[src/rtl/tdc_avg_pkg.sv]
// Shared widths, types and constants for the TDC result averager.
// Packages cannot be parameterised, so the width helpers are functions and the localparams give the default build.
package tdc_avg_pkg;

    localparam int INT_W = 10;
    localparam int FRAC_W = 7;
    localparam int DEF_LOG2_N = 4;
    localparam int DEF_FRAC_SHIFT = 6;

    function automatic int comb_width(input int frac_shift);
        return INT_W + frac_shift + 1;
    endfunction

    function automatic int acc_width(input int frac_shift, input int log2_n);
        return comb_width(frac_shift) + log2_n;
    endfunction

    localparam int COMB_W = comb_width(DEF_FRAC_SHIFT);
    localparam int ACC_W = acc_width(DEF_FRAC_SHIFT, DEF_LOG2_N);

    typedef logic [COMB_W-1:0] comb_t;

    localparam logic [7:0] OVF_SAT = 8'd255;

endpackage

[src/rtl/tdc_avg_fifo.sv]
// First-word-fall-through FIFO for block means.
// The head is presented combinationally, and it reads as zero while the FIFO is empty.
module tdc_avg_fifo
    import tdc_avg_pkg::*;
#(
    parameter int WIDTH = 17,
    parameter int DEPTH_LOG2 = 3
) (
    input  logic                  clk,
    input  logic                  rst,
    input  logic                  flush,
    input  logic                  push,
    input  logic [WIDTH-1:0]      din,
    input  logic                  pop,
    output logic [WIDTH-1:0]      dout,
    output logic [DEPTH_LOG2:0]   level,
    output logic                  full,
    output logic                  empty
);
    localparam int DEPTH = 1 << DEPTH_LOG2;

    logic [WIDTH-1:0]      mem [DEPTH];
    logic [DEPTH_LOG2-1:0] wr_ptr_reg, rd_ptr_reg;
    logic [DEPTH_LOG2:0]   level_reg;
    logic                  do_push, do_pop;

    assign empty = (level_reg == '0);
    assign full = (level_reg == (DEPTH_LOG2+1)'(DEPTH));
    assign level = level_reg;
    assign dout = empty ? '0 : mem[rd_ptr_reg];

    // A full FIFO still accepts a push when the head leaves in the same cycle.
    assign do_pop = pop && !empty;
    assign do_push = push && (!full || do_pop);

    always_ff @(posedge clk) begin
        if (do_push && !flush) begin
            mem[wr_ptr_reg] <= din;
        end
    end

    always_ff @(posedge clk or negedge rst) begin
        if (!rst) begin
            wr_ptr_reg <= '0;
            rd_ptr_reg <= '0;
            level_reg <= '0;
        end else if (flush) begin
            wr_ptr_reg <= '0;
            rd_ptr_reg <= '0;
            level_reg <= '0;
        end else begin
            if (do_push) wr_ptr_reg <= wr_ptr_reg + 1'b1;
            if (do_pop) rd_ptr_reg <= rd_ptr_reg + 1'b1;
            case ({do_push, do_pop})
                2'b10:   level_reg <= level_reg + 1'b1;
                2'b01:   level_reg <= level_reg - 1'b1;
                default: level_reg <= level_reg;
            endcase
        end
    end

endmodule

[src/rtl/tdc_result_averager.sv]
// Merges TDC int/frac results, averages blocks of 2^LOG2_N with round-half-up and queues the means.
// Optional block min/max outputs are enabled by defining TDC_AVG_MINMAX_EN.
module tdc_result_averager
    import tdc_avg_pkg::*;
#(
    parameter int LOG2_N = 4,
    parameter int FRAC_SHIFT = 6,
    parameter int FIFO_DEPTH_LOG2 = 3,
    localparam int CW = comb_width(FRAC_SHIFT)
) (
    input  logic                       clk,
    input  logic                       rst,
    input  logic [FRAC_W-1:0]          frac_part,
    input  logic [INT_W-1:0]           int_part,
    input  logic                       wrena,
    input  logic                       clear,
    output logic [CW-1:0]              avg_data,
    output logic                       avg_valid,
    input  logic                       avg_ready,
    output logic [FIFO_DEPTH_LOG2:0]   fifo_level,
    output logic [7:0]                 overflow_cnt
`ifdef TDC_AVG_MINMAX_EN
    ,
    output logic [CW-1:0]              blk_min,
    output logic [CW-1:0]              blk_max
`endif
);
    localparam int AW = acc_width(FRAC_SHIFT, LOG2_N);
    localparam int CNT_W = (LOG2_N > 0) ? LOG2_N : 1;
    localparam logic [CNT_W-1:0] LAST = CNT_W'((1 << LOG2_N) - 1);
    localparam logic [AW:0] RND = (AW+1)'((1 << LOG2_N) >> 1);

    logic [CW-1:0]    s1_val_reg;
    logic             s1_v_reg;
    logic [AW-1:0]    acc_reg;
    logic [CNT_W-1:0] cnt_reg;
    logic [7:0]       ovf_reg;
    logic [AW:0]      sum;
    logic [CW-1:0]    mean;
    logic             blk_last, pop, fifo_full, fifo_empty, drop;

    always_ff @(posedge clk or negedge rst) begin
        if (!rst) begin
            s1_val_reg <= '0;
            s1_v_reg <= 1'b0;
        end else begin
            s1_val_reg <= (CW'(int_part) << FRAC_SHIFT) + CW'(frac_part);
            s1_v_reg <= wrena && !clear;
        end
    end

    // The extra sum bit keeps the rounding term from wrapping a full-scale block.
    assign sum = {1'b0, acc_reg} + (AW+1)'(s1_val_reg) + RND;
    assign mean = CW'(sum >> LOG2_N);
    assign blk_last = s1_v_reg && (cnt_reg == LAST);

    always_ff @(posedge clk or negedge rst) begin
        if (!rst) begin
            acc_reg <= '0;
            cnt_reg <= '0;
        end else if (clear) begin
            acc_reg <= '0;
            cnt_reg <= '0;
        end else if (blk_last) begin
            acc_reg <= '0;
            cnt_reg <= '0;
        end else if (s1_v_reg) begin
            acc_reg <= acc_reg + AW'(s1_val_reg);
            cnt_reg <= cnt_reg + 1'b1;
        end
    end

    assign pop = avg_valid && avg_ready;
    assign drop = blk_last && fifo_full && !pop;
    assign avg_valid = !fifo_empty;

    tdc_avg_fifo #(
        .WIDTH      (CW),
        .DEPTH_LOG2 (FIFO_DEPTH_LOG2)
    ) u_fifo (
        .clk   (clk),
        .rst   (rst),
        .flush (clear),
        .push  (blk_last),
        .din   (mean),
        .pop   (pop),
        .dout  (avg_data),
        .level (fifo_level),
        .full  (fifo_full),
        .empty (fifo_empty)
    );

    always_ff @(posedge clk or negedge rst) begin
        if (!rst) begin
            ovf_reg <= '0;
        end else if (clear) begin
            ovf_reg <= '0;
        end else if (drop && (ovf_reg != OVF_SAT)) begin
            ovf_reg <= ovf_reg + 1'b1;
        end
    end

    assign overflow_cnt = ovf_reg;

`ifdef TDC_AVG_MINMAX_EN
    logic [CW-1:0] run_min_reg, run_max_reg, cur_min, cur_max;

    assign cur_min = (s1_val_reg < run_min_reg) ? s1_val_reg : run_min_reg;
    assign cur_max = (s1_val_reg > run_max_reg) ? s1_val_reg : run_max_reg;

    always_ff @(posedge clk or negedge rst) begin
        if (!rst) begin
            run_min_reg <= '1;
            run_max_reg <= '0;
            blk_min <= '0;
            blk_max <= '0;
        end else if (clear) begin
            run_min_reg <= '1;
            run_max_reg <= '0;
        end else if (blk_last) begin
            blk_min <= cur_min;
            blk_max <= cur_max;
            run_min_reg <= '1;
            run_max_reg <= '0;
        end else if (s1_v_reg) begin
            run_min_reg <= cur_min;
            run_max_reg <= cur_max;
        end
    end
`endif

endmodule

[config.mk]
export PLATFORM = sky130hd
export DESIGN_NAME = tdc_result_averager
export DESIGN_NICKNAME = d
export VERILOG_FILES = /design/src/rtl/tdc_avg_pkg.sv /design/src/rtl/tdc_avg_fifo.sv /design/src/rtl/tdc_result_averager.sv
export SDC_FILE = /design/constraint.sdc
export NUM_CORES = 1
export LEC_CHECK = 0
export CAP_MARGIN = 25
export CELL_PAD_IN_SITES_DETAIL_PLACEMENT = 1
export CELL_PAD_IN_SITES_GLOBAL_PLACEMENT = 2
export CORE_MARGIN = 4
export CORE_UTILIZATION = 24
export DETAILED_ROUTE_END_ITERATION = 8
export GPL_ROUTABILITY_DRIVEN = 0
export PLACE_DENSITY_LB_ADDON = 0.1
export SETUP_SLACK_MARGIN = 0.3
export SLEW_MARGIN = 15
export SYNTH_ARGS = -nofsm -noshare
export SYNTH_HDL_FRONTEND = slang
export SYNTH_SLANG_ARGS = --single-unit
[constraint.sdc]
create_clock -name clk -period 2.9 [get_ports clk]
set_input_delay 0.435 -clock clk [delete_from_list [all_inputs] [get_ports clk]]
set_output_delay 0.435 -clock clk [all_outputs]
set_load 0.05 [all_outputs]
==> results.toml, run 1 <==
[run_status]
status = "finished with violations"
violations = "setup timing"

[floorplanning]
boundaryPins = 52
initial_utilization_pct = 24.5
coreArea_um2 = 39000
die_height_um = 208
dieArea_um2 = 43100
rows = 72
fp.dieW_um = 208

[worst_setup_path]
critical_path.max_stage_delay_ns = 0.44
cp_common_cell = "buf_6"
crit_required_ns = 3.09
r2r_start = "acc_reg[9]"
worstPathCellList = "ha_2 -> inv_2 -> fa_2 -> or3_4 -> nor2_4 -> o211a_1 -> nor3_4 -> buf_6 -> o41ai_4 -> nand3_1 -> xnor2_2 -> buf_6"
critPathLaunch = "acc_reg[9]"
cp-end-kind = "register"
critical_path_class = "reg2reg"
slowest_stage = "fa_2"
cpLargestDelayFamily = "simple AND/OR/NAND/NOR gates"
cp.arrival_ns = 3.31
cp_num_buf_inv = 3
path_max_fanout = 8
cp-start-kind = "register"

[sta]
timing.final.crit_share_pct = 108
post-route-min-period_ns = 3.13
rsz0062_at_grt = "yes"
hold_violations = 0
clock_skew_ns = 0.0134
drv_slew = 0
worst_pin_slew_ns = 0.526
fin_ws_ns = -0.225
setup_viol = 56
max_slew_margin_pct = 64.8
fmax_ghz = 0.320

[power_and_ir_drop]
p_sw_w = 0.00288
p_clk_share_pct = 27.7
total_power_w = 0.00906
pwr_density_cell_nw_per_um2 = 705
p_leak_nw = 4.86
combPwrFrac_pct = 36.4
internal-power_w = 0.00618
switching_share_pct = 31.8
irDropWorstVdd_mv = 0.393
pwr-share-seq_pct = 35.9

[synthesis]
syn_nets = 781
ys.flop_type = "edfxtp_1"
syn_inst = 703
synth_largest_area_cell = "edfxtp_1"
synth_seq_cells = 197
yosysTopAreaCellShare_pct = 42.8
yosysMostFrequentCell = "edfxtp_1"
synthTopCellsByArea = "edfxtp_1, dfrtp_1, mux4_2, ha_1, fa_1"
synth.top_cells.by_count = "edfxtp_1, dfrtp_1, nor2_1, nand2_1, inv_1"
syn_area_per_cell_um2 = 13.6
yosysSeqAreaShare_pct = 58.7
synth_edf_count = 136
syn_area_um2 = 9550
ys_warn_count = 0
ys_types = 55
synthArstFlopShare_pct = 31.0

[layout]
fillers = 4092
syn2layout_area_growth_pct = 34.5
layout-drive-gt1-share_pct = 29.8
antenna_cells = 0
utilization_pct = 32.9
largest_reg_flops = 136
final_cells = 1386
multi_input_area_um2 = 4070
seq_area_um2 = 5620
nets = 933

[placed_design]
placed_cells = 1325
io_buffer_count = 51
place_ws_ns = -0.308
dp_hpwl_mm = 17.5

[global_route]
grt_util_met2_pct = 21.0
grt.overflow.total = 0
busiest_layer = "met2"
grt_pass1_wl_mm = 40.2
antenna_found_initial = 0
first_global_vias = 6748
grt_use_total_pct = 12.0
grt_max_degree = 62
grt.met3_usage_pct = 1.92
use_met1_pct = 15.6

[routing]
via_count = 6040
wirelength_mm = 25.6
wire_per_inst_um = 18.5
drc_errors = 0
via_per_inst = 4.36
dr.pass1.iters = 4
ant_nets = 0
drt_iter0_markers = 246

[clock_network]
clkSinkCount = 197
cts_max_level = 4
clockBufferDepth = 2
cts_buffers = 17
cts_tree = "done"
cts-root-buf = "clkbuf_16"
cts.clk_slew.worst_paths_ns = 0.08
clk_latency_ns = 0.44

[min_path]
min_path_type = "in2reg"
hp-start = "frac_part[3]"

[flow_run]
drv_cap = 0
## final timing paths
kind / cells after the start / slack [ns] / end
worst max-delay path: 12 / -0.23 / u_fifo.mem[4][16]
worst min-delay path: 1 / 0.43 / s1_val_reg[3]
worst max register to register: 12 / -0.23 / u_fifo.mem[4][16]
worst min register to register: 2 / 0.49 / acc_reg[5]
max in group asynchronous: 3 / 2.03 / u_fifo.rd_ptr_reg[0]
min in group asynchronous: 3 / 0.54 / s1_val_reg[2]
## metrics by stage
stage / instance area [um^2] / hold WS, ns / TNS [ns]
global route: 12900 / 0.403 / -14.94
finish: 12900 / 0.429 / -5.17
CTS: 12400 / 0.397 / -7.91
floorplan: 9680 / 0.139 / 0
detailed placement: 11600 / 0.480 / -11.69
global placement: 11600 / 0.473 / -5.89
## routing by layer
metal,wire [um],up-vias
li1,-,2875
met1,11700,3094
met2,13200,58
met3,471,13
met4,280,0
met5,0,-
## kinds of logic (layout without fill, tap and decap cells)
kind of cell,Yosys count,in the layout,synth area share (%)
flops,197,197,58.7
simple gates,183,183,9.02
compound gates,97,97,6.43
buf+inv,66,231,2.61
fa+ha+maj,56,56,8.51
mux,54,54,10.1
xor+xnor,50,50,4.58
## cell usage in the layout, fill, tap and decap left out, types with 5 or more instances in the layout
cell               n
edfxtp_1         136
buf_4             79
dfrtp_1           57
nand2_1           53
nor2_1            43
inv_1             41
ha_1              37
mux4_2            34
clkdlybuf4s50_1   32
buf_12            32
o21ai_0           31
xnor2_1           21
clkbuf_16         21
xor2_1            20
a21oi_1           16
nand3_1           15
fa_1              14
nand4_1           13
nor2_2            12
mux2i_1           12
nor3_1             6
xnor2_2            6
buf_6              6
a21o_1             5
a21oi_2            5
mux2i_4            5
a31oi_1            5
## power by group through the flow
stage	Combinational [W]	Clock [W]	Sequential, W
floorplan	0.00163	0	0.00336
global placement	0.00284	0	0.00331
detailed placement	0.00289	0	0.00332
CTS	0.00299	0.00259	0.00326
global route	0.00355	0.00271	0.00326
finish	0.00329	0.00251	0.00325
## final cells by class
| cell class | instances | share of cell area, % |
|---|---|---|
| flip-flops and latches | 197 | 43.7 |
| clock buffers | 23 | 3.64 |
| repair buffers | 155 | 13.5 |
| inverters | 44 | 1.32 |
| clock inverters | 9 | 1.11 |
| well taps | 518 | 5.04 |
| multi-input cells | 440 | 31.7 |
## repair_timing
action	in CTS	in global routing
setup buffers	7	18
resized for setup	24	41
hold buffers	1	0
pin swaps	8	26
endpoints found under the setup margin	133	135
endpoints found under the hold margin	11	0
cloned	0	3
No activity file was read; power rests on OpenSTA's default activity.
==> inputs of run 2 (changes only) <==
Settings changed: CORE_UTILIZATION 24 to 39.
==> run 2 against run 1 <==
  * Highest routed layer unchanged
  * The flow still finishes with violations (setup timing)
  * Largest power group is now sequential cells
  * Hold slack worse by 0.28 ns
  * Core utilization increased by 19 points
  * Critical endpoint is now u_fifo.mem[7][13]
  * Worst setup slack improved by 0.13 ns
  * Largest cell class unchanged
==> results.toml, run 2 (synthesized netlist as in run 1, its figures left out) <==
[run_status]
status = "finished with violations"
violations = "setup timing"

[global_route]
antenna_found_initial = 0
grt_max_degree = 62
first_global_vias = 6595
grt_use_total_pct = 17.5
grt.overflow.total = 0
grt_pass1_wl_mm = 36.4

[worst_setup_path]
critical_path_class = "reg2reg"
crit_cells = 14
slowest_stage = "fa_1"
cpLargestDelayFamily = "adder cells"
critical_path.max_stage_delay_ns = 0.46
reg2regPathDepth = 14
critPathLaunch = "s1_val_reg[8]"
cp-start-kind = "register"
crit_required_ns = 3.09
path_max_fanout = 8
r2r_start = "s1_val_reg[8]"
worstPathCellList = "ha_2 -> inv_2 -> fa_1 -> or3_4 -> nor2_4 -> buf_4 -> buf_6 -> buf_4 -> nand2_1 -> o211ai_1 -> buf_4 -> a21oi_2 -> xnor2_2 -> buf_6"
cp.arrival_ns = 3.18
regToRegEndpoint = "u_fifo.mem[7][13]"
cp-end-kind = "register"
r2r_slack_ns = -0.09
cp_num_buf_inv = 6
cp_common_cell = "buf_4"

[clock_network]
cts_tree = "done"
clockBufferDepth = 2
clk_latency_ns = 0.44
clkSinkCount = 197
cts.clk_slew.worst_paths_ns = 0.08
cts_max_level = 4
holdBufCountCts = 0
cts-root-buf = "clkbuf_16"
cts_buffers = 17

[power_and_ir_drop]
switching_share_pct = 33.0
p_clk_share_pct = 27.3
internal-power_w = 0.00593
irDropWorstVdd_mv = 0.397
combPwrFrac_pct = 35.9
pwr-share-seq_pct = 36.7
p_leak_nw = 4.85
p_sw_w = 0.00293
pwr_density_cell_nw_per_um2 = 699

[routing]
wl_met1_mm = 10.0
wl_met3_um = 545
via_per_inst = 5.16
wirelength_mm = 22.8
wire_per_inst_um = 19.3
ant_nets = 0
via_count = 6114
drc_errors = 0
highest_layer = "met4"
drt_iter0_markers = 263
dr.pass1.iters = 4
wl_met2_mm = 12.1

[layout]
antenna_cells = 0
fillers = 2377
utilization_pct = 52.4
largest_reg_flops = 136
nets = 925
final_cell_mix = "edfxtp_1, buf_4, dfrtp_1"
syn2layout_area_growth_pct = 32.6
multi_input_area_um2 = 4220
layout-drive-gt1-share_pct = 32.1
final_common_cell = "edfxtp_1"
seq_area_um2 = 5620

[floorplanning]
fp.dieW_um = 165
die_height_um = 165
rows = 57
dieArea_um2 = 27100
initial_utilization_pct = 39.5
boundaryPins = 52
coreArea_um2 = 24200

[flow_run]
drv_cap = 0

[sta]
rsz0062_at_grt = "yes"
timing.final.crit_share_pct = 103
fin_hold_ws_ns = 0.149
clock_skew_ns = 0.0147
drv_slew = 0
post-route-min-period_ns = 2.99
worst_pin_slew_ns = 0.824
fin_ws_ns = -0.0916
hold_violations = 0
tns_ns = -2.01
max_slew_margin_pct = 45.0
setup_viol = 40
fmax_ghz = 0.334

[placed_design]
io_buffer_count = 51
place_ws_ns = -0.223
dp_hpwl_mm = 15.2

[min_path]
min_path_type = "in2async"
run 2: cell count changes in the layout (fill, tap and decap cells not counted), sizes merged:
cell         before  now
clkbuf           27   20
dlygate4sd3       1    0
bufinv            3    1
inv              47   52
clkinv            1    5
buf             118  112
clkinvlp          2    1
run 2: metal layers:
layer	track usage, %	vias up
met2	30.7	67
met1	23.0	3160
met4	3.74	0
met5	0	-
li1	-	2870
met3	2.89	17
run 2: power groups by stage:
stage	combinational (W)	clock, W	sequential [W]
finish	0.00318	0.00242	0.00325
global route	0.00341	0.00261	0.00326
CTS	0.00300	0.00247	0.00326
detailed placement	0.00277	0	0.00333
global placement	0.00271	0	0.00332
floorplan	0.00163	0	0.00336
run 2: layout make-up:
cell class	instances	share of cell area (%)
inverters	44	1.34
well taps	324	3.20
repair buffers	147	13.0
flip-flops and latches	197	44.3
clock inverters	15	1.40
clock buffers	17	3.36
multi-input cells	440	33.3
run 2: how the worst max path moves through the flow:
| stage | to | slack, ns |
|---|---|---|
| 2_1_floorplan | u_fifo.mem[0][14] | 0.15 |
| 3_3_place_gp | u_fifo.mem[4][16] | -0.04 |
| 3_5_place_dp | u_fifo.mem[7][16] | -0.22 |
| 4_1_cts | u_fifo.mem[7][16] | -0.11 |
| 5_1_grt | u_fifo.mem[2][16] | -0.24 |
| 6_report | u_fifo.mem[7][13] | -0.09 |
run 2: timing repair:
action | in CTS | in global routing
endpoints found under the setup margin | 131 | 152
resized for setup | 49 | 55
gates cloned | 1 | 1
setup buffers | 17 | 17
pin swaps | 21 | 26
run 2: per-stage QoR:
step	instances	area, um^2	total power, W
after global placement	1116	11200	0.00603
after CTS	1166	12300	0.00873
after detailed placement	1116	11200	0.00610
after global routing	1184	12700	0.00928
after floorplan	703	9680	0.00498
final	1184	12700	0.00886
==> inputs of run 3 (changes only) <==
Settings changed: MAX_ROUTING_LAYER set to met4.
==> run 3 against run 2 <==
  * Sequential share of layout area unchanged
  * Maximum frequency down 0.26%
  * Global-route usage up 0.52 points
  * Worst setup slack worse by 0.0079 ns
  * Hold slack better by 0.0027 ns
  * Wire length about the same
  * Sequential power about the same
  * Core utilization unchanged
  * Critical endpoint unchanged
  * Critical path depth unchanged
  * The run still ends with setup timing left
  * Combinational power about the same
  * Register-to-register slack about the same
==> results.toml, run 3 (synthesized netlist as in run 1, its figures left out) <==
[worst_setup_path]
regToRegEndpoint = "u_fifo.mem[7][13]"
cp-start-kind = "register"
r2r_slack_ns = -0.1
cp-end-kind = "register"
cp.arrival_ns = 3.18
crit_required_ns = 3.09
reg2regPathDepth = 14
r2r_start = "s1_val_reg[8]"
path_max_fanout = 8
critical_path_class = "reg2reg"

[global_route]
grt_use_total_pct = 18.0
grt_pass1_wl_mm = 36.5
grt.overflow.total = 0
grt_max_degree = 62
first_global_vias = 6590
antenna_found_initial = 0

[sta]
tns_ns = -2.31
fin_ws_ns = -0.0996
drv_slew = 0
max_slew_margin_pct = 45.2
worst_pin_slew_ns = 0.822
setup_viol = 47
post-route-min-period_ns = 3.00
rsz0062_at_grt = "yes"
fmax_ghz = 0.333
clock_skew_ns = 0.0138
timing.final.crit_share_pct = 103
hold_violations = 0
fin_hold_ws_ns = 0.152

[layout]
antenna_cells = 0
seq_area_um2 = 5620
syn2layout_area_growth_pct = 32.6
fillers = 2377
nets = 925
final_common_cell = "edfxtp_1"
fin_area_um2 = 12700
multi_input_area_um2 = 4220
layout-drive-gt1-share_pct = 32.1
final_cell_mix = "edfxtp_1, buf_4, dfrtp_1"
largest_reg_flops = 136

[floorplanning]
dieArea_um2 = 27100
coreArea_um2 = 24200
fp.dieW_um = 165
rows = 57
boundaryPins = 52
die_height_um = 165
initial_utilization_pct = 39.5

[power_and_ir_drop]
pwr-share-seq_pct = 36.7
switching_share_pct = 33.0
internal-power_w = 0.00593
combPwrFrac_pct = 35.9
p_sw_w = 0.00293
p_leak_nw = 4.85
p_clk_share_pct = 27.3
pwr_density_cell_nw_per_um2 = 699
irDropWorstVdd_mv = 0.395

[clock_network]
cts_buffers = 17
cts.clk_slew.worst_paths_ns = 0.08
clkSinkCount = 197
cts_max_level = 4
cts-root-buf = "clkbuf_16"
cts_tree = "done"
clockBufferDepth = 2
clk_latency_ns = 0.43
holdBufCountCts = 0

[placed_design]
dp_hpwl_mm = 15.2
place_ws_ns = -0.223
dpl_cell_area_um2 = 11200
io_buffer_count = 51

[routing]
drc_errors = 0
via_per_inst = 5.15
drt_iter0_markers = 279
ant_nets = 0
wirelength_mm = 22.8
wire_per_inst_um = 19.3
via_count = 6102
dr.pass1.iters = 4

[run_status]
violations = "setup timing"
status = "finished with violations"

[min_path]
min_path_type = "in2async"

[flow_run]
drv_cap = 0
-- run 3: cell counts in the layout (fill, tap and decap cells not counted) --
Identical to the previous run, type by type.
-- run 3: how the worst max path moves through the flow --
stage	startpoint	end	slack (ns)	cells past startpoint
finish	s1_val_reg[8]	u_fifo.mem[7][13]	-0.1	14
global route	acc_reg[8]	u_fifo.mem[2][16]	-0.24	12
CTS	acc_reg[8]	u_fifo.mem[7][16]	-0.11	12
detailed placement	s1_val_reg[9]	u_fifo.mem[7][16]	-0.22	11
global placement	s1_val_reg[9]	u_fifo.mem[4][16]	-0.04	11
floorplan	acc_reg[1]	u_fifo.mem[0][14]	0.15	10
-- run 3: final cells by class --
class	count	area share (%)
Sequential cell	197	44.3
Clock inverter	15	1.40
Tap cell	324	3.20
Clock buffer	17	3.36
Multi-Input combinational cell	440	33.3
Timing Repair Buffer	147	13.0
Inverter	44	1.34
-- run 3: repair_timing --
action / CTS / global route
setup endpoints to repair: 131 / 152
gates cloned: 1 / 1
resized for setup: 49 / 55
pin swaps: 21 / 26
buffers inserted: 17 / 17
-- run 3: metrics by stage --
| stage | util (%) | power (W) | instances |
|---|---|---|---|
| 2_1_floorplan | - | 0.00498 | 703 |
| 3_3_place_gp | 46.5 | 0.00603 | 1116 |
| 6_report | 52.4 | 0.00885 | 1184 |
| 3_5_place_dp | 46.5 | 0.00610 | 1116 |
| 4_1_cts | 50.7 | 0.00873 | 1166 |
| 5_1_grt | 52.4 | 0.00928 | 1184 |
-- run 3: metal layers --
| layer | routed length (um) | vias up | track usage, % |
|---|---|---|---|
| met2 | 12000 | 66 | 30.7 |
| met3 | 549 | 17 | 2.82 |
| met5 | 0 | - | - |
| met1 | 9990 | 3148 | 23.0 |
| met4 | 232 | 0 | 3.86 |
| li1 | - | 2871 | - |
-- run 3: power by group through the flow --
stage,clock (W),combinational [W],sequential (W)
4_1_cts,0.00247,0.00300,0.00326
3_3_place_gp,0,0.00271,0.00332
3_5_place_dp,0,0.00277,0.00333
6_report,0.00242,0.00318,0.00325
2_1_floorplan,0,0.00163,0.00336
5_1_grt,0.00261,0.00341,0.00326
-- run 3: worst max-delay path: stages, from the launching register on --
cell	delay, ns
dfrtp_1	0.38
ha_2	0.20
inv_2	0.04
fa_1	0.46
or3_4	0.42
nor2_4	0.10
buf_4	0.13
buf_6	0.08
buf_4	0.09
nand2_1	0.04
o211ai_1	0.30
buf_4	0.18
a21oi_2	0.06
xnor2_2	0.15
buf_6	0.13
==> patch 1, RTL diff (config.mk and constraints of run 1) <==
`FRAC_SHIFT`: 6 -> 3.
--- a/src/rtl/tdc_result_averager.sv
+++ b/src/rtl/tdc_result_averager.sv
@@ -4,7 +4,7 @@
     import tdc_avg_pkg::*;
 #(
     parameter int LOG2_N = 4,
-    parameter int FRAC_SHIFT = 6,
+    parameter int FRAC_SHIFT = 3,
     parameter int FIFO_DEPTH_LOG2 = 3,
     localparam int CW = comb_width(FRAC_SHIFT)
 ) (
Interface: changed (resized avg_data); port bits go from 52 to 49. The function was not compared with the original's and may differ.
==> patch 1 against run 1 <==
Power decreased by 16%; sequential cell count decreased by 30; non-clock buffer count decreased by 36; area after synthesis decreased by 10%; cell count decreased by 12%; clock skew decreased by 0.0029 ns; global-route usage decreased by 0.44 points; synthesized cell count decreased by 8.1%; setup slack improved by 0.29 ns; final area decreased by 14%; first-iteration DRC count increased by 22%; wire length decreased by 13%; maximum frequency increased by 10%.
==> patch 1: results (changes against run 1) <==
Cells and area
  • Max reg flops: 112 (-18%)
  • # nets final: 833 (-11%)
  • Share of layout cells above drive strength 1: 27.1% (-2.7 points)
  • Fillcell total: 3723 (-9.0%)
  • Antenna cell count: 0 (unchanged)

Timing
  • Slew headroom: 45.9% (-19 points)
  • Post-route clock skew: 0.0105 ns (-0.00290 ns)

GRT
  • Vias in the first global route: 6061 (-10%)
  • Total GRT Usage: 11.6% (-0.44 points)
  • Largest net degree at the start of global routing: 56 (-9.7%)
  • Global-route wire length before repair: 35100 um (-13%)

Synth
  • Predominant post-synthesis flop cell: edfxtp_1
  • Cell variety after synth: 73 (+33%)
  • Net Count, Synth: 720 (-7.8%)
  • Number of flops mapped to enable cells by yosys: 112 (-18%)
  • Sequential cell area fraction in the yosys report: 55.3% (-3.4 points)
  • Async SR Flop Fraction: 32.9% (+2.0 points)
  • Synth top area cells: edfxtp_1 (39%), dfrtp_1 (16%), mux4_2 (7.4%)
  • Most common library cells after synthesis: edfxtp_1 (112), dfrtp_1 (55), nor2_1 (52), nand2_1 (51), ha_1 (38)

Outcome
  • Status: finished, final reports clean

Pwr
  • Clk power: 2.19 mW (-13%)
  • Leakage: 4.05 nW (-17%)
  • NetSw: 2.58 mW (-10%)
  • Max VDD drop: 0.000405 V (+3.0%)

Routing
  • Drt via density: 4.51 (+3.6%)
  • Total routed wirelength: 22200 um (-13%)
  • DR iter-0 viols: 300 (+22%)

Setup path
  • Reg2Reg Depth: 8 (-4)
  • CP arrival: 3.01 ns (-0.30 ns)
  • Worst reg2reg startpoint: s1_val_reg[2]
  • Worst r2r dst: u_fifo.mem[2][11]
  • Reg2Reg Setup Slack: 0.06 ns (+0.29 ns)

Place
  • Count of input and output buffers: 48 (-5.9%)
  • DP Worst Slack: -0.0398 ns (+0.268 ns)
  • DPL Wire Length: 14800 um (-15%)

Min path
  • Hold Crit Class: primary input to asynchronous set/reset pin
[patch 1: cell types whose count changed after synthesis, sizes merged, moves of 7 or more]
cell,change
edfxtp,-24
inv,-14
o21ai,-11
xor2,-8
nor2,-7
[patch 1: kinds of logic after synthesis]
| kind of cell | share of synthesized area, % |
|---|---|
| multiplexers | 9.97 |
| XOR/XNOR | 3.97 |
| adder cells (fa/ha/maj) | 8.93 |
| buffers and inverters | 2.63 |
| AO/OA/AOI/OAI | 7.84 |
| AND/OR/NAND/NOR | 11.4 |
| flip-flops | 55.3 |
[patch 1: how the worst max path moves through the flow]
stage	startpoint	endpoint	slack [ns]	cells after the start
CTS	s1_val_reg[2]	u_fifo.mem[0][11]	0.04	8
finish	s1_val_reg[2]	u_fifo.mem[2][11]	0.06	8
detailed placement	s1_val_reg[2]	u_fifo.mem[7][7]	-0.04	7
global route	acc_reg[2]	u_fifo.mem[0][11]	0.0003	8
floorplan	s1_val_reg[7]	u_fifo.mem[0][13]	0.30	8
global placement	s1_val_reg[2]	u_fifo.mem[0][11]	0.03	8
[patch 1: worst max-delay path, stage by stage (launching register included)]
cell and delay [ns]:
dfrtp_1 0.39, ha_2 0.20, fa_1 0.49, and3b_2 0.23, o311ai_4 0.30, a21oi_4 0.13, buf_12 0.15, or4_1 0.49
and3_4 0.19
[patch 1: metrics by stage]
| step | instance area [sq um] | total power [mW] | std cells | hold slack [ns] | utilization (%) |
|---|---|---|---|---|---|
| 3_5_place_dp | 9910 | 5.23 | 1169 | 0.486 | 28.4 |
| 4_1_cts | 10700 | 7.60 | 1210 | 0.190 | 30.8 |
| 2_1_floorplan | 8600 | 4.43 | 646 | 0.139 | - |
| 6_report | 11000 | 7.60 | 1226 | 0.152 | 31.6 |
| 5_1_grt | 11000 | 8.02 | 1226 | 0.220 | 31.6 |
| 3_3_place_gp | 9910 | 5.17 | 1169 | 0.471 | 28.4 |
[patch 1: area by class of cell]
type | count | area, sq um | share of cell area, %
Sequential cell | 167 | 4740 | 43.0
Multi-Input combinational cell | 424 | 3910 | 35.5
Clock buffer | 18 | 429 | 3.90
Tap cell | 455 | 569 | 5.17
Inverter | 30 | 113 | 1.02
Clock inverter | 13 | 120 | 1.09
Timing Repair Buffer | 119 | 1130 | 10.3
[patch 1: what timing repair did]
action                                  in CTS  in global routing
pin swaps                                   11                 14
endpoints found under the setup margin      83                102
gates cloned                                 1                  1
resized for setup                           39                 35
setup buffers                                9                 15
[patch 1: routing by layer]
metal  wire [um]  part of all wire, %  vias up  GRT usage (%)
li1            -                    -     2635              -
met1       10500                   47     2827           15.7
met2       11000                   49       64           19.3
met3         561                  2.5        8           1.95
met4         152                 0.69        0           2.77
met5           0                    0        -              0
==> patch 2, RTL diff (settings of run 1) <==
Made on the original files. Take the reset off `s1_val_reg` and load it in a clocked block of its own.
--- a/src/rtl/tdc_result_averager.sv
+++ b/src/rtl/tdc_result_averager.sv
@@ -41,12 +41,14 @@
 
     always_ff @(posedge clk or negedge rst) begin
         if (!rst) begin
-            s1_val_reg <= '0;
             s1_v_reg <= 1'b0;
         end else begin
-            s1_val_reg <= (CW'(int_part) << FRAC_SHIFT) + CW'(frac_part);
             s1_v_reg <= wrena && !clear;
         end
+    end
+
+    always_ff @(posedge clk) begin
+        s1_val_reg <= (CW'(int_part) << FRAC_SHIFT) + CW'(frac_part);
     end
 
     // The extra sum bit keeps the rounding term from wrapping a full-scale block.
Function: same outputs for any inputs over 10 cycles, from zero or initial values and one cycle with rst low; that may be too few to reach the edited logic, so the function may still have changed.
==> patch 2 against run 1 <==
The flow finishes with violations (negative hold slack); cell count up 2.8%; global-route usage up 0.63 points; final area up 2.9%; non-clock buffer count up 20; worst hold slack worse by 0.44 ns; sequential cell count unchanged; sequential power about the same; area after synthesis up 0.72%; setup slack better by 0.30 ns; via count up 3.8%; power down 0.72%; wire length up 3.3%; critical path type unchanged; critical endpoint is now u_fifo.mem[6][9].
==> patch 2: results (changes against run 1) <==
Cells and area
  • Multi-In Gates: 447 (+1.6%)
  • Invs w/o clock: 49 (+11%)
  • Final non-clock buffer share: 14.3% (+0.83 points)
  • Sequential fraction of total cell area: 41.8% (-1.8 points)
  • Buffers excl. clock: 175 (+13%)
  • Multi-input gate area: 4370 sq um (+7.3%)
  • # nets final: 965 (+3.4%)
  • Share of layout cells above drive strength 1: 33.9% (+4.1 points)
  • Clock Buffer Count: 18 (-22%)
  • Clock network area share: 4.36% (-0.39 points)

Setup path
  • Family with the most delay on the worst path: compound AO/OA/AOI/OAI gates
  • Worst reg2reg startpoint: acc_reg[1]
  • Slowest stage delay, CP: 0.47 ns (+0.03 ns)
  • Reg2Reg Setup Slack: 0.08 ns (+0.30 ns)
  • Max stage delay cell, worst path: fa_1
  • CP arrival: 3.03 ns (-0.28 ns)
  • Worst r2r dst: u_fifo.mem[6][9]

Pwr
  • Leakage: 4.93 nW (+1.4%)
  • Clock power share: 26.1% (-1.6 points)
  • Max VDD drop: 0.000429 V (+9.2%)
  • NetSw: 3.02 mW (+4.9%)

Place
  • DPL Wire Length: 18400 um (+5.4%)
  • DP Worst Slack: -0.289 ns (+0.0187 ns)
  • Placed Cells: 1358 (+2.5%)

Min path
  • Hold Crit Class: primary input to asynchronous set/reset pin

Synth
  • Post-Syn Area per Cell: 13.5 sq um (-0.83%)
  • Compound-gate portion of the synthesized area: 7.35% (+0.92 points)
  • Async SR Flop Fraction: 22.3% (-8.6 points)
  • Post-synthesis mux area share: 10.4% (+0.28 points)
  • XOR/XNOR Fraction of Synth Area: 4.28% (-0.31 points)
  • Cell variety after synth: 68 (+24%)
  • Most common library cells after synthesis: edfxtp_1 (136), nor2_1 (50), inv_1 (48), nand2_1 (46), dfrtp_1 (44)
  • Sequential cell area fraction in the yosys report: 57.4% (-1.3 points)
  • Synth top area cells: edfxtp_1 (42%), dfrtp_1 (11%), mux4_2 (8.0%)
  • Post-synthesis adder-cell area fraction: 8.45% (-0.061 points)
  • Net Count, Synth: 792 (+1.4%)

Routing
  • DR iter-0 viols: 227 (-7.7%)
  • Routed vias: 6267 (+3.8%)
  • TritonRoute pass-1 iters: 6 (+2)
  • Total routed wirelength: 26500 um (+3.3%)

Outcome
  • Failing checks: negative hold slack
  • Status: finished, violations left

Timing
  • Min Hold Slack: -0.00742 ns (-0.436 ns)
  • Final hold viol count: 3 (+3)
  • Post-route clock skew: 0.0116 ns (-0.00183 ns)

Clock network
  • Post-CTS sizing: 66 (+180%)
  • Post-CTS Setup Bufs: 16 (+9)
  • Clock latency on the worst-skew pair: 0.46 ns (+0.02 ns)

GRT
  • Vias in the first global route: 7114 (+5.4%)
  • Total GRT Usage: 12.6% (+0.63 points)
  • Global-route wire length before repair: 42100 um (+4.6%)
  • Largest net degree at the start of global routing: 37 (-40%)
-- patch 2: cell types whose count changed after synthesis, moves of 4 or more --
cell,before,now
a21oi_1,22,18
and3_1,3,9
buf_2,1,5
dfrtp_1,61,44
dfxtp_1,0,17
inv_1,43,48
nand2_1,55,46
nor2_1,58,50
nor2b_1,5,9
o21ai_0,32,37
xor2_1,22,16
-- patch 2: metrics by stage --
| step | hold slack, ns | setup TNS (ns) | util [%] | instance area, sq um |
|---|---|---|---|---|
| after CTS | 0.00809 | -0.0480 | 32.4 | 12900 |
| final | -0.00742 | 0 | 33.4 | 13200 |
| after detailed placement | 0.489 | -10.63 | 29.6 | 11800 |
| after global routing | 0.0339 | -0.631 | 33.4 | 13200 |
| after floorplan | 0.139 | 0 | - | 9690 |
| after global placement | 0.474 | -4.21 | 29.6 | 11800 |
-- patch 2: layer usage --
metal	global-route usage, %	wire, um	vias up
met3	2.02	550	22
met2	22.3	13800	54
li1	-	-	2988
met5	0	0	-
met4	3.47	333	0
met1	16.1	11800	3203
